**src/rtl/mul_pipe_param.sv**
```systemverilog
// Two-stage pipelined multiplier with a valid/ready handshake on both sides.
// Stage 1 recodes y into radix-4 Booth digits over operands extended by two
// bits and reduces the partial products to a sum row and a carry row.
// Stage 2 adds those two rows into the result register.
`timescale 1ns/1ps
module mul_pipe_param #(
  parameter int WIDTH = 32
) (
  input  logic               mul_clk,
  input  logic               resetn,
  input  logic               flush,
  input  logic               in_valid,
  output logic               in_ready,
  input  logic [WIDTH-1:0]   x,
  input  logic [WIDTH-1:0]   y,
  input  logic               is_signed,
  output logic               out_valid,
  input  logic               out_ready,
  output logic [2*WIDTH-1:0] result
);

  localparam int unsigned EW  = WIDTH + 2;  // extended operand width
  localparam int unsigned PW  = 2 * WIDTH;  // product width
  localparam int unsigned NPP = EW / 2;     // number of Booth digits

  logic          s1_v_q;
  logic          s2_v_q;
  logic          s1_adv;
  logic          s2_adv;
  logic          accept;
  logic [PW-1:0] pp [NPP];
  logic [PW-1:0] corr;
  logic [PW-1:0] s1_sum_d;
  logic [PW-1:0] s1_carry_d;
  logic [PW-1:0] s1_sum_q;
  logic [PW-1:0] s1_carry_q;
  logic [PW-1:0] result_d;
  logic [PW-1:0] result_q;

  // Handshake: a stage takes new data when it is empty or its successor moves on.
  always_comb begin
    s2_adv   = !s2_v_q || out_ready;
    s1_adv   = !s1_v_q || s2_adv;
    in_ready = s1_adv || !resetn;
    accept   = in_valid && s1_adv && !flush;
  end

  // Booth recoding: one partial product per digit of y; the +1 of each negated
  // digit is collected into a separate correction row instead of an adder.
  always_comb begin
    logic [EW-1:0] xe;
    logic [EW-1:0] ye;
    logic [EW:0]   yb;
    logic [PW-1:0] xw;
    logic [PW-1:0] mag;
    logic          b0;
    logic          b1;
    logic          b2;
    logic          one;
    logic          two;
    xe   = {{2{is_signed & x[WIDTH-1]}}, x};
    ye   = {{2{is_signed & y[WIDTH-1]}}, y};
    yb   = {ye, 1'b0};
    xw   = {{(PW-EW){xe[EW-1]}}, xe};
    corr = '0;
    mag  = '0;
    b0   = 1'b0;
    b1   = 1'b0;
    b2   = 1'b0;
    one  = 1'b0;
    two  = 1'b0;
    for (int unsigned i = 0; i < NPP; i++) begin
      b0  = yb[2*i];
      b1  = yb[2*i+1];
      b2  = yb[2*i+2];
      one = b1 ^ b0;
      two = (b2 & ~b1 & ~b0) | (~b2 & b1 & b0);
      mag = one ? xw : (two ? (xw << 1) : '0);
      // -(m << k) == (~m << k) + (1 << k) modulo 2^PW
      pp[i]       = (b2 ? ~mag : mag) << (2*i);
      corr[2*i]   = b2;
    end
  end

  // Carry-save reduction of all partial products and the correction row to two rows.
  always_comb begin
    logic [PW-1:0] s;
    logic [PW-1:0] c;
    logic [PW-1:0] t;
    s = pp[0];
    c = pp[1];
    t = '0;
    for (int unsigned i = 2; i < NPP; i++) begin
      t = s ^ c ^ pp[i];
      c = ((s & c) | (s & pp[i]) | (c & pp[i])) << 1;
      s = t;
    end
    t          = s ^ c ^ corr;
    c          = ((s & c) | (s & corr) | (c & corr)) << 1;
    s          = t;
    s1_sum_d   = s;
    s1_carry_d = c;
  end

  // Final carry-propagate addition feeding the result register.
  always_comb begin
    result_d = s1_sum_q + s1_carry_q;
  end

  // Stage valid bits; reset wins over flush, flush wins over normal flow.
  always_ff @(posedge mul_clk) begin
    if (!resetn) begin
      s1_v_q <= 1'b0;
      s2_v_q <= 1'b0;
    end else if (flush) begin
      s1_v_q <= 1'b0;
      s2_v_q <= 1'b0;
    end else begin
      if (s1_adv) s1_v_q <= accept;
      if (s2_adv) s2_v_q <= s1_v_q;
    end
  end

  // Stage 1 rows load only on an accepted transaction.
  always_ff @(posedge mul_clk) begin
    if (!resetn) begin
      s1_sum_q   <= '0;
      s1_carry_q <= '0;
    end else if (accept) begin
      s1_sum_q   <= s1_sum_d;
      s1_carry_q <= s1_carry_d;
    end
  end

  // Result loads only when stage 2 advances with valid stage 1 data; flush leaves it.
  always_ff @(posedge mul_clk) begin
    if (!resetn) begin
      result_q <= '0;
    end else if (!flush && s2_adv && s1_v_q) begin
      result_q <= result_d;
    end
  end

  assign out_valid = s2_v_q;
  assign result    = result_q;

endmodule

```
**config.mk**
```make
export PLATFORM = sky130hd
export DESIGN_NAME = mul_pipe_param
export DESIGN_NICKNAME = d
export VERILOG_FILES = /design/src/rtl/mul_pipe_param.sv
export SDC_FILE = /design/constraint.sdc
export NUM_CORES = 2
export LEC_CHECK = 0
export BUFFER_PORTS_ARGS = -buffer_cell sky130_fd_sc_hd__buf_2
export CAP_MARGIN = 20
export CORE_MARGIN = 5
export CORE_UTILIZATION = 39
export DETAILED_ROUTE_END_ITERATION = 10
export HOLD_SLACK_MARGIN = 0.1
export PLACE_DENSITY = 0.5
export SYNTH_ARGS = -nofsm -noshare
export SYNTH_HDL_FRONTEND = slang
export SYNTH_SLANG_ARGS = --single-unit
```
**constraint.sdc**
```tcl
create_clock -name mul_clk -period 34.6 [get_ports mul_clk]
set_input_delay 3.46 -clock mul_clk [delete_from_list [all_inputs] [get_ports mul_clk]]
set_output_delay 3.46 -clock mul_clk [all_outputs]
set_load 0.02 [all_outputs]
```
==> results.py <==
metrics = {
    "cts": {
        "ctsResizeCount": 0,
        "hold_buffers": 0,
        "cts_tree": "built",
        "clock_path_buffers": 2,
        "path_clk_slew_ns": 0.08,
        "htreeDepth": 4,
        "cts_setup_buffers": 0,
        "cts_buffers": 17,
        "cts.sinks": 185,
        "clk_latency_ns": 0.46,
        "cts-root-buf": "clkbuf_16",
    },
    "timing": {
        "final_max_slew_viol_count": 0,
        "finalCritPeriodShare": 0.400,
        "finClkSkew_ns": 0.0184,
        "maxSlewHeadroom": 0.337,
        "final-hold-violation-count": 0,
        "min_period_ns": 13.83,
        "clock.fmax_mhz": 72.3,
        "setup_tns_ns": 0,
        "worstMarginPinSlew_ns": 0.995,
        "rsz0062_at_grt": "false",
        "setup_viol": 0,
        "fin_hold_ws_ns": 0.449,
    },
    "floorplanning": {
        "core_sq_mm": 0.118,
        "die_h_microns": 354,
        "start_util": 0.392,
        "boundaryPins": 136,
        "die-width_microns": 354,
        "dieArea_sq_mm": 0.125,
        "fp-row-count": 126,
    },
    "run_status": {
        "status": "finished, final reports clean",
    },
    "final_layout": {
        "layout.nets": 6400,
        "area_growth_pct": 2.51,
        "finalNonFillerCells": 7128,
        "final_util": 0.401,
        "fillers": 12283,
        "drive_gt1_frac": 0.0574,
        "regArea_sq_mm": 0.00370,
        "multiInputGateArea_sq_mm": 0.0384,
    },
    "worst_setup_path": {
        "required_ns": 34.97,
        "start_kind": "input pin",
        "critical_path_class": "input pin to flip-flop",
        "endpoint_kind": "flip-flop",
        "cp.arrival_ns": 14.20,
        "worstPathMaxFanout": 96,
    },
    "synth": {
        "ys_types": 70,
        "syn_nets": 6945,
        "synth_edf_count": 0,
        "ys_seq_area_frac": 0.0803,
        "synth.avg_cell_area_sq_um": 7.53,
        "syn_area_sq_mm": 0.0461,
        "ys_warn_count": 0,
        "ys_ff_latch": 185,
        "synth.most_common_cell": "nand2_1",
        "synth_cells": 6123,
        "synth_area_leaders": "fa_1 (22%), dfxtp_1 (8.0%), maj3_1 (7.3%), nand2_1 (7.0%), ha_1 (6.5%)",
        "synth_ff_type": "dfxtp_1",
        "synth_commonest_cells": "nand2_1 (855), clkbuf_1 (653), fa_1 (514), a21oi_1 (454), o22ai_1 (442)",
        "ys_async_sr_fraction": 0,
        "synth_top_area_share": 0.223,
        "yosysTopAreaCell": "fa_1",
    },
    "global_routing": {
        "gr-total-overflow": 0,
        "antenna_found_initial": 5,
        "grt_max_degree": 102,
        "track_usage": 0.256,
        "grt_pass1_vias": 40882,
        "grt_pass1_wl_mm": 258,
    },
    "detailed_routing": {
        "via_per_inst": 6.16,
        "antenna_left": 0,
        "wire_per_inst_microns": 23.3,
        "drcViolationCount": 0,
        "totalWireLength_mm": 166,
        "vias": 43930,
        "firstDrtPassIters": 6,
        "drtIter0Drc": 3759,
    },
    "run": {
        "maxCapViolCount": 0,
    },
    "placement": {
        "io_buffers": 135,
        "dp_cells": 7095,
        "place.gp.congestion": 0.871,
        "dpl.hpwl_mm": 122,
    },
    "min_path": {
        "hp-class": "flip-flop to flip-flop",
    },
}
## per-layer routing
metal | GRT usage | vias to the layer above | routed length (microns)
li1 | - | 20814 | -
met1 | 0.362 | 21692 | 76500
met3 | 0.0177 | 171 | 7430
met4 | 0.0761 | 2 | 5450
met5 | 0 | - | 17
met2 | 0.420 | 1251 | 76900
## per-stage QoR
stage	setup WS, ns	area [sq um]
global placement	20.41	46600
global route	20.34	47300
detailed placement	20.39	46600
CTS	20.91	47300
floorplan	21.23	46100
finish	20.77	47300
## final timing paths
| check | depth (start not counted) | slack [ns] | to | from |
|---|---|---|---|---|
| max | 26 | 20.77 | s1_sum_q[63] | y[5] |
| min reg2reg | 2 | 0.45 | result[18] | result[18] |
| max reg2reg | 12 | 30.71 | result[53] | s1_sum_q[1] |
| min | 2 | 0.45 | result[18] | result[18] |
## worst max-delay path, cell delays in order
cell      delay (ns)
buf_4           0.46
buf_4           0.80
nor2_1          0.10
o21ai_0         0.18
nand3_1         0.13
fa_1            0.54
inv_1           0.08
fa_1            0.52
fa_1            0.60
fa_1            0.52
fa_1            0.61
fa_1            0.51
fa_1            0.63
fa_1            0.53
fa_1            0.62
fa_1            0.53
fa_1            0.61
fa_1            0.52
fa_1            0.55
inv_1           0.07
fa_1            0.45
fa_1            0.39
xor2_1          0.18
xnor2_1         0.14
xnor2_1         0.13
a211oi_1        0.22
## layout by cell type, fill, tap and decap left out, types with 47 or more instances in the layout
| cell type | count |
|---|---|
| nand2_1 | 854 |
| maj3_1 | 337 |
| inv_1 | 244 |
| nor2_1 | 335 |
| nand3_1 | 47 |
| fa_1 | 514 |
| a21oi_1 | 454 |
| nor2b_1 | 295 |
| buf_2 | 118 |
| o21ai_0 | 278 |
| ha_1 | 238 |
| o22ai_1 | 442 |
| a211oi_1 | 270 |
| buf_4 | 132 |
| o311a_1 | 246 |
| dfxtp_1 | 185 |
| a22oi_1 | 109 |
## cells by family (layout without fill, tap and decap cells)
group                      count (synthesis)  count (layout)  synth area share
and+or+nand+nor                         1636            1636             0.156
adders and majority gates               1089            1089             0.361
other                                      0               1                 0
DFF                                      185             185            0.0803
AOI/OAI and AO/OA                       2046            2046             0.298
xor gates and xnor gates                  90              90            0.0171
muxes                                      1               1          0.000217
buffers and inverters                   1076             544            0.0877
## layout make-up
type,instances,area share
tap,1536,0.0407
clock buffer,17,0.00900
inverter,256,0.0204
sequential,185,0.0783
timing repair buffer,256,0.0349
multi-input combinational,4862,0.812
antenna,1,0.0000529
clock inverter,15,0.00418
## sequential cells by signal, summed over array words and instances, names as in the netlist
signal / flops
s1_sum_q: 64
out_valid: 1
s1_v_q: 1
s1_carry_q: 55
result: 64
Power is not shown: default switching activity piles up to over one toggle a cycle in this logic, so the estimate is an artifact.
